<file path="src/rtl/uart_rx_os16.sv">
// 16x-oversampling UART receiver: 2-FF input synchronizer, mid-bit sampling FSM,
// valid/ready byte handshake with framing-error and overrun pulses.
module uart_rx_os16 #(
    parameter int DATA_BITS  = 8,
    parameter int OVERSAMPLE = 16
) (
    input  logic                 clk,
    input  logic                 rst,
    input  logic                 b_tick,
    input  logic                 rx,
    output logic [DATA_BITS-1:0] rx_data,
    output logic                 rx_valid,
    input  logic                 rx_ready,
    output logic                 frame_err,
    output logic                 overrun,
    output logic                 rx_busy
);

    localparam int TW = $clog2(OVERSAMPLE);
    localparam int BW = $clog2(DATA_BITS + 1);
    localparam logic [TW-1:0] T_HALF = TW'(OVERSAMPLE / 2 - 1);
    localparam logic [TW-1:0] T_LAST = TW'(OVERSAMPLE - 1);
    localparam logic [BW-1:0] B_LAST = BW'(DATA_BITS - 1);

    typedef enum logic [2:0] {
        S_IDLE,
        S_START,
        S_DATA,
        S_STOP,
        S_BRK
    } state_t;

    state_t                state;
    logic                  sync_q;
    logic                  rs;
    logic [TW-1:0]         tcnt;
    logic [BW-1:0]         bcnt;
    logic [DATA_BITS-1:0]  shreg;

    // Both stages reset high so an idle line never looks like a start bit.
    always_ff @(posedge clk or posedge rst) begin
        if (rst) begin
            sync_q <= 1'b1;
            rs     <= 1'b1;
        end else begin
            sync_q <= rx;
            rs     <= sync_q;
        end
    end

    // A delivery in the same cycle as an accept wins, so it is written after the clear.
    always_ff @(posedge clk or posedge rst) begin
        if (rst) begin
            state     <= S_IDLE;
            tcnt      <= '0;
            bcnt      <= '0;
            shreg     <= '0;
            rx_data   <= '0;
            rx_valid  <= 1'b0;
            frame_err <= 1'b0;
            overrun   <= 1'b0;
        end else begin
            frame_err <= 1'b0;
            overrun   <= 1'b0;
            if (rx_valid && rx_ready) begin
                rx_valid <= 1'b0;
            end

            case (state)
                S_IDLE: begin
                    if (!rs) begin
                        state <= S_START;
                        tcnt  <= '0;
                    end
                end

                S_START: begin
                    if (b_tick) begin
                        if (tcnt == T_HALF) begin
                            tcnt <= '0;
                            if (rs) begin
                                state <= S_IDLE;
                            end else begin
                                state <= S_DATA;
                                bcnt  <= '0;
                            end
                        end else begin
                            tcnt <= tcnt + 1'b1;
                        end
                    end
                end

                S_DATA: begin
                    if (b_tick) begin
                        if (tcnt == T_LAST) begin
                            tcnt  <= '0;
                            shreg <= {rs, shreg[DATA_BITS-1:1]};
                            if (bcnt == B_LAST) begin
                                state <= S_STOP;
                            end else begin
                                bcnt <= bcnt + 1'b1;
                            end
                        end else begin
                            tcnt <= tcnt + 1'b1;
                        end
                    end
                end

                S_STOP: begin
                    if (b_tick) begin
                        if (tcnt == T_LAST) begin
                            tcnt <= '0;
                            if (rs) begin
                                state <= S_IDLE;
                                if (!rx_valid || rx_ready) begin
                                    rx_data  <= shreg;
                                    rx_valid <= 1'b1;
                                end else begin
                                    overrun <= 1'b1;
                                end
                            end else begin
                                frame_err <= 1'b1;
                                state     <= S_BRK;
                            end
                        end else begin
                            tcnt <= tcnt + 1'b1;
                        end
                    end
                end

                // Hold off until the line returns high so a break cannot retrigger.
                S_BRK: begin
                    if (rs) begin
                        state <= S_IDLE;
                    end
                end

                default: begin
                    state <= S_IDLE;
                end
            endcase
        end
    end

    assign rx_busy = (state != S_IDLE);

endmodule

</file>
<file path="config.mk">
export PLATFORM = sky130hd
export DESIGN_NAME = uart_rx_os16
export DESIGN_NICKNAME = d
export VERILOG_FILES = /design/src/rtl/uart_rx_os16.sv
export SDC_FILE = /design/constraint.sdc
export NUM_CORES = 1
export LEC_CHECK = 0
export ABC_CLOCK_PERIOD_IN_PS = 4000
export CAP_MARGIN = 20
export CORE_ASPECT_RATIO = 0.7
export CORE_MARGIN = 2
export CORE_UTILIZATION = 37
export DETAILED_ROUTE_END_ITERATION = 7
export PLACE_DENSITY = 0.63
export SLEW_MARGIN = 25
export SYNTH_ARGS = -nofsm -noshare
export SYNTH_HDL_FRONTEND = slang
export SYNTH_SLANG_ARGS = --single-unit
</file>
<file path="constraint.sdc">
create_clock -name clk -period 4 [get_ports clk]
set_input_delay 0.8 -clock clk [delete_from_list [all_inputs] [get_ports clk]]
set_output_delay 0.8 -clock clk [all_outputs]
set_load 0.01 [all_outputs]
</file>
## Word-level counts from Yosys, hierarchy flattened

Index checks and enable logic that the tools add are counted.

- Register bits after elaboration: 32
- Latch bits: 0
- Bits in writable memories: 0
- ROM bits: 0
- Bits of input ports: 5
- Output and inout port bits: 12
- Memories kept: 0

- $add $sub $neg: 2
- Multipliers: 0
- Div/mod/pow operators: 0
- Order comparisons: 0
- Equal/unequal tests: 19
- Shifts and indexed selects: 0
- Multiplexer cells: 39
- Bitwise logic cells: 0
- Reductions and logical operators: 13

Operators by type and width:

| kind | count |
|---|---|
| $mux 4 | 10 |
| $mux 3 | 10 |
| $ne 2x2->1 const B | 11 |
| $mux 1 | 15 |
| $pmux 3 s5 | 1 |
| $pmux 4 s3 | 1 |
| $reduce_and 9->1 | 1 |
| $add 4x1->4 const B | 2 |
| $eq 4x3->1 const B | 2 |
| $pmux 4 s2 | 1 |
| $reduce_and 7->1 | 1 |
| $eq 3x2->1 const B | 2 |
| $reduce_bool 3->1 | 2 |
| $reduce_and 5->1 | 1 |
| $eq 4x4->1 const B | 1 |
| $reduce_and 4->1 | 1 |
| $eq 3x1->1 const B | 1 |
| $eq 3x3->1 const B | 1 |
| $logic_not 3->1 | 1 |
| $reduce_and 3->1 | 1 |
| $mux 2 | 1 |
| $ne 2x1->1 const B | 1 |
| $reduce_bool 2->1 | 1 |
| $reduce_or 2->1 | 1 |
| 3 further kinds | 3 |

## Logic depth before layout (Yosys ltp)

Gate-level depths: netlist (run 1).

- Depth after elaboration: 7
- Gate-level depth with buffers: 5
- Mapped depth without buffers: 5

## Least setup slack after synthesis (run 1)

No wires, ideal clock.

- Kind: input-to-reg
- Start point: input port b_tick
- End point: register bcnt[0]
- Library setup time: 0.125 ns
- Arrival time: 1.906 ns
- Data required time: 3.875 ns
- Path slack: 1.969 ns
- Stages on the path: 4
- Buffers on the path: 0
- Cell sequence: a21bo_2 > a311oi_1 > or3_4 > mux2_4

- Word-level cells in the longest chain between the ends: 2

RTL lines:

| what | RTL line | RTL |
|---|---|---|
| start: declaration | 9 | `input logic b_tick,` |
| $ne 2x2->1 (no line) | - |  |
| $reduce_and 7->1 (no line) * | - |  |
| end signal: assignment | 101 | `bcnt <= bcnt + 1'b1;` |
| end: declaration | 37 | `logic [BW-1:0] bcnt;` |

Mark *: on every way between the ends. The rest lies on a longest branch, timed or not.
A chain may end at the register's enable or synchronous reset.

## Worst setup path in the final report (run 1)

- Start point: register state[0]
- End point: output port rx_busy

- Word-level cells in the longest chain between the ends: 1

RTL lines:

| what | RTL line | RTL |
|---|---|---|
| start: declaration | 33 | `state_t state;` |
| start signal: assignment | 54 | `state <= S_IDLE;` |
| start signal: assignment | 72 | `state <= S_START;` |
| start signal: assignment | 82 | `state <= S_IDLE;` |
| $reduce_bool 3->1 | 145 | `assign rx_busy = (state != S_IDLE);` |
| end: declaration | 16 | `output logic rx_busy` |

No other way between the ends.

==> results.rst, run 1 <==
.. list-table::
   :header-rows: 1

   * - Metric
     - Value
   * - Clock sinks
     - 32
   * - Critical path data arrival time
     - approximately 1.8 ns
   * - Number of remaining DRC errors
     - 0
   * - Top cell type by total area after synthesis
     - dfrtp_1
   * - Syn Std Cell Area
     - 1520 µm²
   * - Post-layout min period
     - approximately 2.6 ns
   * - Last weighted congestion value of the routability-driven placer
     - just over 0.9
   * - Reported max-cap violation count
     - 0
   * - Worst min path class
     - flip-flop to flip-flop
   * - Clk pwr share
     - around 35%
   * - Total half-perimeter wirelength after legalization and detailed placement
     - roughly 2000 µm
   * - Flip-flop and latch count after synthesis
     - 32
   * - Startpoint kind of the worst setup timing path
     - flip-flop
   * - Vias/cell
     - 5.26
   * - Post-synthesis average cell area
     - about 12 µm²
   * - Max-slew headroom at the worst pin
     - 49.3%
   * - H-tree levels
     - 2
   * - Share of cell area taken by muxes after synthesis
     - 12.9%
   * - Worst-margin pin slew
     - 0.760 ns
   * - Wire per inst
     - between 10 and 15 µm
   * - Area taken by flip-flops and latches
     - 803 µm²
   * - Area taken by multi-input logic gates
     - 676 µm²
   * - Leakage power
     - 0.807 nW
   * - Sw Pwr
     - 0.000217 W
   * - Insertion delay of the later-clocked pin in the worst-skew pair
     - 0.28 ns
   * - Number of enable flip-flop cells after synthesis
     - 0
   * - Quantity of hold-fixing buffers added after cts
     - 0
   * - Share of the synthesized area in compound gates (AO/OA/AOI/OAI)
     - about an eighth
   * - Initial antenna violation count
     - 0
   * - Pre-CTS setup slack
     - ~1.3 ns
   * - Layout cells sized above 1
     - 23.3%
   * - Number of rows in the core area
     - 19
   * - Max-slew violation count
     - 0
   * - Post-synthesis share of cell area spent on full adders, half adders and majority gates
     - 1.65%
   * - Number of non-filler instances in the completed layout
     - 202
   * - Detailed Route Iter0 Violations
     - 43
   * - Data required time at the worst endpoint
     - 3.20 ns
   * - Area share of the largest cell type after synthesis
     - 49.4%
   * - Final worst-path setup slack
     - 1.44 ns
   * - Pwr/cell area
     - 424 nW/µm²
   * - Vias in the first global route
     - about 1000
   * - Post-Synthesis Cells
     - about 130
   * - Antenna Diode Count
     - 0
   * - Proportion of power drawn by combinational gates
     - 15.9%
   * - Final nets
     - between 150 and 200
   * - Maximum vdd ir drop
     - 293 µV
   * - Y dimension of the die
     - 57.6 µm
   * - Final design instance area without fill
     - ~1800 µm²
   * - Fraction of synthesis flops using an asynchronous set or reset pin
     - 100%
   * - Most used cells in the layout excluding fill and tap cells
     - dfrtp_1 (30), mux2_2 (16), clkdlybuf4s50_1 (16)
   * - Run status
     - complete, no violations
   * - Sum of overflow across all layers after global routing
     - 0
   * - Aggregate negative setup slack
     - 0 ns
   * - Max Fanout on Critical Path
     - 15
   * - Clock tree from TritonCTS
     - yes
   * - Horizontal die dimension
     - 80.6 µm
   * - Placement-stage cell area
     - about 1700 µm²
   * - Simple-Gate Fraction of Synth Area
     - 17.1%
   * - Type of the worst setup path
     - flip-flop to primary output
   * - Main flop type after synthesis
     - dfrtp_1
   * - Final number of setup-violating endpoints
     - 0
   * - Antenna Nets Post-Route
     - 0
   * - Upper clock frequency limit
     - 391 MHz
   * - Maximum number of pins on one net before global-route repair
     - 22
   * - Category of the worst setup path capture point
     - primary output
   * - Sequential fraction of the synthesis area
     - a little over half
   * - Synth cell types
     - 40
   * - Number of top-level pins
     - 17
   * - Total CTS buffers
     - 5
   * - Number of gates given a new drive strength after cts
     - 0
   * - Starting density of the core
     - 38.7%
   * - Fill cell count
     - about 380
   * - RSZ-0062 raised after global routing
     - false
   * - Total setup buffers inserted after CTS
     - 0
   * - Maximum buffer depth of the clock tree
     - 2
   * - Dominant combinational cell family by area after synthesis
     - simple AND/OR/NAND/NOR gates
   * - Final clock period utilization by the worst path
     - a little under two thirds
   * - Most common cell after layout, fill and taps aside
     - dfrtp_1
   * - Number of I/O port buffers
     - 16
   * - Placed insts
     - 194
   * - Relative contribution of sequential cells to total power
     - 49.5%
   * - Worst Skew
     - 0.00595 ns
   * - Clock transition time at the flip-flop clock pins of the worst setup and hold paths
     - 0.06 ns
   * - First-pass DRT Iterations
     - 4
   * - First-pass GRT wire length
     - approximately 4600 µm
   * - Internal Dissipation
     - 0.000558 W
   * - Root Driver
     - clkbuf_8
   * - Area of the core
     - between 3000 and 4000 µm²
   * - Total Wirelength
     - 2790 µm
   * - Post-synthesis share of cell area spent on xor and xnor gates
     - 1.15%
   * - Area added between synthesis and finish
     - 20.3%
   * - Via count
     - 1062
   * - Fraction of power spent switching nets
     - approximately 28%
   * - Floorplan die area
     - 4640 µm²
   * - Largest cells by area after synthesis
     - dfrtp_1 (49%), mux2_2 (12%), dfstp_2 (3.5%)
   * - Global-route total usage across every layer
     - 13.4%
   * - Number of nets produced by synthesis
     - 136
   * - Final Hold Fails
     - 0
   * - Synth warn
     - 0
-- layer usage --
layer	wire (µm)	global-route usage, %	vias up
met1	1350	18.0	517
met2	1250	19.2	19
met4	57	6.78	0
li1	-	-	519
met5	0	0	-
met3	127	4.75	7
-- registers in the layout, indices dropped and copies added (netlist names) --
signal	count
state	3
overrun	1
frame_err	1
rs	1
shreg	8
sync_q	1
bcnt	4
rx_valid	1
rx_data	8
tcnt	4
-- path summary, 6_finish.rpt --
| kind | from | end | slack, ns | cells after the start |
|---|---|---|---|---|
| setup / recovery | state[0] | rx_busy | 1.44 | 3 |
| hold / removal | sync_q | rs | 0.36 | 0 |
| setup reg to reg | state[1] | bcnt[0] | 1.92 | 4 |
| hold reg to reg | sync_q | rs | 0.36 | 0 |
| max in group asynchronous | rst | tcnt[0] | 2.40 | 3 |
| min in group asynchronous | rst | shreg[6] | 0.95 | 2 |
-- worst max-delay path, cell delays in order, from the launching register on --
cell,delay [ns]
dfrtp_1,0.65
nor2_1,0.19
nand2_1,0.11
clkdlybuf4s50_1,0.53
-- cell type report --
type	instances	area share (%)
Clock buffer	8	5.48
Inverter	4	0.822
Multi-Input combinational cell	89	37.0
Sequential cell	32	44.0
Tap cell	52	3.56
Timing Repair Buffer	17	9.18
-- through the flow --
stage	power (W)	utilization, %	hold WS (ns)
5_1_grt	0.000819	46.6	0.362
3_3_place_gp	0.000508	44.0	0.346
3_5_place_dp	0.000513	44.0	0.351
6_report	0.000775	46.6	0.365
2_1_floorplan	0.000477	-	0.345
4_1_cts	0.000783	46.6	0.365
-- cells by family after synthesis --
kind of cell | after synthesis
AND/OR/NAND/NOR | 42
buffers and inverters | 8
XOR/XNOR | 2
flip-flops | 32
AO/OA/AOI/OAI | 26
multiplexers | 17
adder cells (fa/ha/maj) | 2
-- cells in the mapped netlist, drive strengths merged, types with 2 or more instances --
cell type	instances
dfrtp	30
and2	3
dfstp	2
a31oi	3
a21oi	4
mux2	17
inv	4
nand3b	2
nor2	9
or3	2
nand3	6
buf	4
ha	2
nand2b	2
o21ai	9
o41ai	3
nor4b	2
nand2	9
xnor2	2
-- power groups by stage --
stage	registers, W	logic, W	clock network (W)
CTS	0.000383	0.000125	0.000275
floorplan	0.000371	0.000106	0
detailed placement	0.000389	0.000124	0
global placement	0.000386	0.000121	0
global route	0.000388	0.000141	0.000290
finish	0.000384	0.000123	0.000268
(Power assumes the default switching activity.)
==> run 2, diff against run 1 <==
Settings changed: ABC_CLOCK_PERIOD_IN_PS 4000 to 2630.
Clock period 4 ns to 2.63 ns, I/O delays scaled along.
==> run 2 against run 1 <==
  * Design area grew 1.8%
  * Sequential power grew 52%
  * Register-to-register slack lost 1.4 ns
==> results.rst, run 2 (synthesized netlist as in run 1, its figures left out) <==
.. list-table::
   :header-rows: 1

   * - Metric
     - Value
   * - Run status
     - complete, no violations
   * - Detailed Route Iter0 Violations
     - 92 (+110%)
   * - Placement-stage cell area
     - 1730 µm² (+0.43%)
   * - Vias/cell
     - 5.22 (-0.77%)
   * - Max-slew violation count
     - 0 (unchanged)
   * - Floorplan die area
     - 4640 µm² (unchanged)
   * - Number of gates given a new drive strength after cts
     - 0 (unchanged)
   * - Number of I/O port buffers
     - 16 (unchanged)
   * - Antenna Diode Count
     - 0 (unchanged)
   * - Number of remaining DRC errors
     - 0 (unchanged)
   * - Number of rows in the core area
     - 19 (unchanged)
   * - Worst-margin pin slew
     - 0.646 ns (-0.114 ns)
   * - H-tree levels
     - 2 (unchanged)
   * - Reported max-cap violation count
     - 0 (unchanged)
   * - Final nets
     - 157 (+0.64%)
   * - Sw Pwr
     - 0.000331 W (+53%)
   * - Aggregate negative setup slack
     - 0 ns (unchanged)
   * - Number of top-level pins
     - 17 (unchanged)
   * - Initial antenna violation count
     - 0 (unchanged)
   * - Total half-perimeter wirelength after legalization and detailed placement
     - 1880 µm (-8.2%)
   * - Critical path destination
     - rx_busy
   * - Worst reg-to-reg setup slack
     - 0.56 ns (-1.36 ns)
   * - Wire per inst
     - 13.1 µm (-5.3%)
   * - Global-route total usage across every layer
     - 13.2% (-0.16 points)
   * - Root Driver
     - clkbuf_8
   * - Core Util, Final
     - 47.4% (+0.86 points)
   * - Relative contribution of sequential cells to total power
     - 45.6% (-3.9 points)
   * - Layout cells sized above 1
     - 24.5% (+1.2 points)
   * - Largest stage delay on the critical path
     - 0.55 ns (-0.10 ns)
   * - Pwr/cell area
     - 685 nW/µm² (+62%)
   * - Post-layout min period
     - 2.31 ns
   * - Sum of overflow across all layers after global routing
     - 0 (unchanged)
   * - Startpoint kind of the worst setup timing path
     - flip-flop
   * - Fraction of power spent switching nets
     - 26.0% (-2.0 points)
   * - Internal Dissipation
     - 0.000944 W (+69%)
   * - First-pass DRT Iterations
     - 4 (unchanged)
   * - Data required time at the worst endpoint
     - 2.10 ns (-1.10 ns)
   * - First-pass GRT wire length
     - 4630 µm (unchanged)
   * - Hold path startpoint
     - sync_q
   * - Worst Reg-to-Reg Cells
     - 4 (unchanged)
   * - Worst min path class
     - flip-flop to flip-flop
   * - Proportion of power drawn by combinational gates
     - 14.8% (-1.1 points)
   * - Area added between synthesis and finish
     - 22.5%
   * - Final clock period utilization by the worst path
     - 87.8%
   * - Final number of setup-violating endpoints
     - 0 (unchanged)
   * - Vias in the first global route
     - 1023 (+1.9%)
   * - Leakage power
     - 0.824 nW (+2.1%)
   * - RSZ-0062 raised after global routing
     - false
   * - Total CTS buffers
     - 5 (unchanged)
   * - Upper clock frequency limit
     - 433 MHz
   * - Type of the worst setup path
     - flip-flop to primary output
   * - Y dimension of the die
     - 57.6 µm (unchanged)
   * - Final Hold Fails
     - 0 (unchanged)
   * - Insertion delay of the later-clocked pin in the worst-skew pair
     - 0.28 ns (about the same)
   * - Cells traversed along the worst timing path
     - nor2_1, nand2_1, clkdlybuf4s50_1
   * - Final design instance area without fill
     - 1860 µm² (+1.8%)
   * - Most common cell after layout, fill and taps aside
     - dfrtp_1
   * - Critical path data arrival time
     - 1.78 ns (+0.02 ns)
   * - Slowest cell on crit path
     - dfrtp_1
   * - Clock tree from TritonCTS
     - yes
   * - Total Wirelength
     - 2660 µm (-4.8%)
   * - Clock transition time at the flip-flop clock pins of the worst setup and hold paths
     - 0.06 ns (about the same)
   * - Biggest registers after layout
     - rx_data x8, shreg x8
   * - Max-slew headroom at the worst pin
     - 56.3% (+7.0 points)
   * - Area of the core
     - 3920 µm² (unchanged)
   * - Capture point of the worst reg-to-reg path
     - bcnt[0]
   * - Maximum number of pins on one net before global-route repair
     - 33 (+50%)
   * - Via count
     - 1059 (-0.28%)
   * - Horizontal die dimension
     - 80.6 µm (unchanged)
   * - Antenna Nets Post-Route
     - 0 (unchanged)
   * - Most used cells in the layout excluding fill and tap cells
     - dfrtp_1 (30), mux2_2 (16), clkdlybuf4s50_1 (16)
   * - Quantity of hold-fixing buffers added after cts
     - 0 (unchanged)
   * - Maximum buffer depth of the clock tree
     - 2 (unchanged)
   * - Max Fanout on Critical Path
     - 16 (+1)
   * - CP startpoint
     - state[1]
   * - Category of the worst setup path capture point
     - primary output
   * - Starting density of the core
     - 38.7% (unchanged)
   * - Clock sinks
     - 32 (unchanged)
   * - Last weighted congestion value of the routability-driven placer
     - 0.935 (+0.23%)
   * - Clk pwr share
     - 39.5% (+4.9 points)
   * - Maximum vdd ir drop
     - 338 µV (+15%)
   * - Startpoint of the worst-slack reg-to-reg timing path
     - state[1]
   * - Worst Skew
     - 0.00600 ns (+0.0000476 ns)
   * - Total setup buffers inserted after CTS
     - 0 (unchanged)
   * - Worst hold margin
     - 0.351 ns (-0.0133 ns)
-- run 2: cell count changes in the layout (fill, tap and decap cells not counted) --
cell and change:
buf_4 +1, bufinv_16 +1, clkbuf_1 -1
-- run 2: critical path, delay by kind of cell (launching register included) --
family,cells,cell delay (ns)
buffers and inverters,1,0.49
and+or+nand+nor,2,0.47
DFF,1,0.55
-- run 2: how the worst min path moves through the flow --
stage	end	slack (ns)	cells past startpoint
floorplan	rs	0.35	0
global placement	rs	0.35	0
detailed placement	rs	0.35	0
CTS	rs	0.35	0
global route	rs	0.35	0
finish	rs	0.35	0
-- run 2: area by class of cell --
type,instances,area (µm²)
clock buffer,7,96.3
multi-input combinational,89,676
tap,52,65.1
inverter,4,15.0
sequential,32,803
timing repair buffer,18,175
clock inverter,1,30.0
fill,373,2060
-- run 2: metrics by stage --
stage | power [W] | instances | worst slack, ns
4_1_cts | 0.00129 | 203 | 0.315
3_3_place_gp | 0.000770 | 195 | 0.244
5_1_grt | 0.00135 | 203 | 0.197
2_1_floorplan | 0.000725 | 129 | 0.827
6_report | 0.00127 | 203 | 0.322
3_5_place_dp | 0.000776 | 195 | 0.204
-- run 2: routing by layer --
metal / up-vias / global-route usage [%] / routed length [µm]
li1: 518 / - / -
met1: 516 / 17.9 / 1290
met2: 23 / 19.6 / 1230
met3: 2 / 4.27 / 115
met4: 0 / 5.81 / 16
met5: - / 0 / 0
-- run 2: power by group through the flow --
stage          clock, W  combinational (W)  sequential [W]
6_report       0.000504           0.000189        0.000582
5_1_grt        0.000546           0.000214        0.000592
4_1_cts        0.000518           0.000188        0.000580
3_5_place_dp          0           0.000187        0.000589
3_3_place_gp          0           0.000183        0.000587
2_1_floorplan         0           0.000161        0.000564
==> run 3, diff against run 2 <==
Settings changed: CORE_MARGIN 2 to not set, REMOVE_ABC_BUFFERS set to 1.
==> run 3 against run 2 <==
  * Largest cell class unchanged
  * Global-route usage grew 1.2 points
  * Via count is the same
  * Largest power group unchanged
  * Non-clock buffer count is the same
  * Power shrank 9.6%
  * Worst setup slack gained 0.015 ns
  * Register-to-register slack is essentially flat
  * Final cell count is the same
  * Design area shrank 1.9%
==> results.rst, run 3 (synthesized netlist as in run 1, its figures left out) <==
.. list-table::
   :header-rows: 1

   * - Metric
     - Value
   * - Run status
     - complete, no violations
   * - Antenna Nets Post-Route
     - 0 (unchanged)
   * - Clock tree from TritonCTS
     - yes
   * - Crit path depth
     - 3 (unchanged)
   * - Startpoint kind of the worst setup timing path
     - flip-flop
   * - Max-slew violation count
     - 0 (unchanged)
   * - Maximum number of pins on one net before global-route repair
     - 33 (unchanged)
   * - Placement-stage cell area
     - 1730 µm² (unchanged)
   * - Total CTS buffers
     - 5 (unchanged)
   * - Via count
     - 1059 (unchanged)
   * - Aggregate negative setup slack
     - 0 ns (unchanged)
   * - Vias/cell
     - 5.22 (unchanged)
   * - Y dimension of the die
     - 55.6 µm (-3.5%)
   * - Cells traversed along the worst timing path
     - nor2_1, nand2_1, clkdlybuf4s50_1
   * - RSZ-0062 raised after global routing
     - false
   * - CP bufs+invs
     - 1 (unchanged)
   * - Data required time at the worst endpoint
     - 2.10 ns (about the same)
   * - Instance count along the most critical hold path
     - 0 (unchanged)
   * - Total Wirelength
     - 2750 µm (+3.4%)
   * - Quantity of hold-fixing buffers added after cts
     - 0 (unchanged)
   * - Sum of overflow across all layers after global routing
     - 0 (unchanged)
   * - First-pass GRT wire length
     - 4910 µm (+6.1%)
   * - Worst Skew
     - 0.00970 ns (+0.00370 ns)
   * - Worst reg-to-reg setup slack
     - 0.55 ns (about the same)
   * - Pwr/cell area
     - 632 nW/µm² (-7.8%)
   * - Number of remaining DRC errors
     - 0 (unchanged)
   * - Fill cell count
     - 371 (-0.54%)
   * - Post-layout min period
     - 2.29 ns (-0.0155 ns)
   * - Final clock period utilization by the worst path
     - 87.2% (-0.59 points)
   * - Most common cell after layout, fill and taps aside
     - dfrtp_1
   * - Worst Reg-to-Reg Cells
     - 4 (unchanged)
   * - Clock transition time at the flip-flop clock pins of the worst setup and hold paths
     - 0.07 ns (about the same)
   * - Number of gates given a new drive strength after cts
     - 0 (unchanged)
   * - Floorplan die area
     - 4370 µm² (-5.9%)
   * - Maximum buffer depth of the clock tree
     - 2 (unchanged)
   * - Root Driver
     - clkbuf_8
   * - Number of top-level pins
     - 17 (unchanged)
   * - Horizontal die dimension
     - 78.6 µm (-2.5%)
   * - Upper clock frequency limit
     - 436 MHz (+0.67%)
   * - Biggest registers after layout
     - rx_data x8, shreg x8
   * - Antenna Diode Count
     - 0 (unchanged)
   * - Category of the worst setup path capture point
     - primary output
   * - Clock sinks
     - 32 (unchanged)
   * - H-tree levels
     - 2 (unchanged)
   * - Reported max-cap violation count
     - 0 (unchanged)
   * - Max-slew headroom at the worst pin
     - 54.9% (-1.4 points)
   * - Critical path data arrival time
     - 1.77 ns (about the same)
   * - Max Fanout on Critical Path
     - 15 (-1)
   * - Maximum vdd ir drop
     - 300 µV (-11%)
   * - Number of rows in the core area
     - 19 (unchanged)
   * - Type of the worst setup path
     - flip-flop to primary output
   * - Global-route total usage across every layer
     - 14.4% (+1.2 points)
   * - First-pass DRT Iterations
     - 4 (unchanged)
   * - Detailed Route Iter0 Violations
     - 66 (-28%)
   * - Number of I/O port buffers
     - 16 (unchanged)
   * - Total setup buffers inserted after CTS
     - 0 (unchanged)
   * - Power Total
     - 0.00115 W (-9.6%)
   * - Slowest cell on crit path
     - dfrtp_1
   * - Area of the core
     - 3920 µm² (unchanged)
   * - Family with the most delay on the worst path
     - flip-flops
   * - Largest stage delay on the critical path
     - 0.65 ns (+0.10 ns)
   * - Wire per inst
     - 13.5 µm (+3.4%)
   * - Area added between synthesis and finish
     - 20.1%
   * - Core Util, Final
     - 46.5% (-0.93 points)
   * - Total half-perimeter wirelength after legalization and detailed placement
     - 1940 µm (+3.5%)
   * - Layout cells sized above 1
     - 23.2% (-1.3 points)
   * - Final Hold Fails
     - 0 (unchanged)
   * - Vias in the first global route
     - 1078 (+5.4%)
   * - Last weighted congestion value of the routability-driven placer
     - 0.860 (-8.1%)
   * - Starting density of the core
     - 38.7% (unchanged)
   * - Initial antenna violation count
     - 0 (unchanged)
   * - Most used cells in the layout excluding fill and tap cells
     - dfrtp_1 (30), mux2_2 (16), clkdlybuf4s50_1 (16)
   * - Insertion delay of the later-clocked pin in the worst-skew pair
     - 0.28 ns (about the same)
   * - Final design instance area without fill
     - 1820 µm² (-1.9%)
   * - Final nets
     - 157 (unchanged)
   * - Leakage power
     - 0.805 nW (-2.3%)
   * - Final number of setup-violating endpoints
     - 0 (unchanged)
   * - Worst min path class
     - flip-flop to flip-flop
   * - Worst-margin pin slew
     - 0.667 ns (+0.0212 ns)
-- run 3: per-layer routing --
layer	global-route usage [%]	part of all wire (%)
met2	22.5	47
met4	5.82	1.4
met3	4.43	4.4
met5	0	0
met1	18.8	47
-- run 3: final timing paths --
check / startpoint / end
setup / recovery: state[0] / rx_busy
min in group asynchronous: rst / bcnt[0]
setup reg to reg: state[1] / bcnt[0]
max in group asynchronous: rst / rs
hold / removal: sync_q / rs
hold reg to reg: sync_q / rs
-- run 3: area by class of cell --
| type | instances | area [µm²] | area share, % |
|---|---|---|---|
| Sequential cell | 32 | 803 | 44.0 |
| Multi-Input combinational cell | 89 | 676 | 37.0 |
| Timing Repair Buffer | 18 | 175 | 9.60 |
| Clock buffer | 8 | 90.1 | 4.94 |
| Tap cell | 52 | 65.1 | 3.57 |
| Inverter | 4 | 15.0 | 0.823 |
-- run 3: report_power, final --
| part | leakage (nW) | switching (W) | internal (W) |
|---|---|---|---|
| clock network | 0.0455 | 0.000168 | 0.000213 |
| logic | 0.328 | 0.000105 | 0.0000846 |
| registers | 0.432 | 0.0000564 | 0.000526 |
-- run 3: through the flow --
step / hold WS [ns] / cells / setup slack (ns)
after floorplan: 0.345 / 125 / 0.805
after global placement: 0.346 / 195 / 0.259
after detailed placement: 0.348 / 195 / 0.188
after CTS: 0.358 / 203 / 0.322
after global routing: 0.366 / 203 / 0.219
final: 0.356 / 203 / 0.337
-- run 3: worst register-to-register path, cell delays in order (launching register included) --
cell and delay [ns]:
dfrtp_1 0.64, a21bo_2 0.28, a311oi_1 0.50, or3_4 0.26
mux2_4 0.29
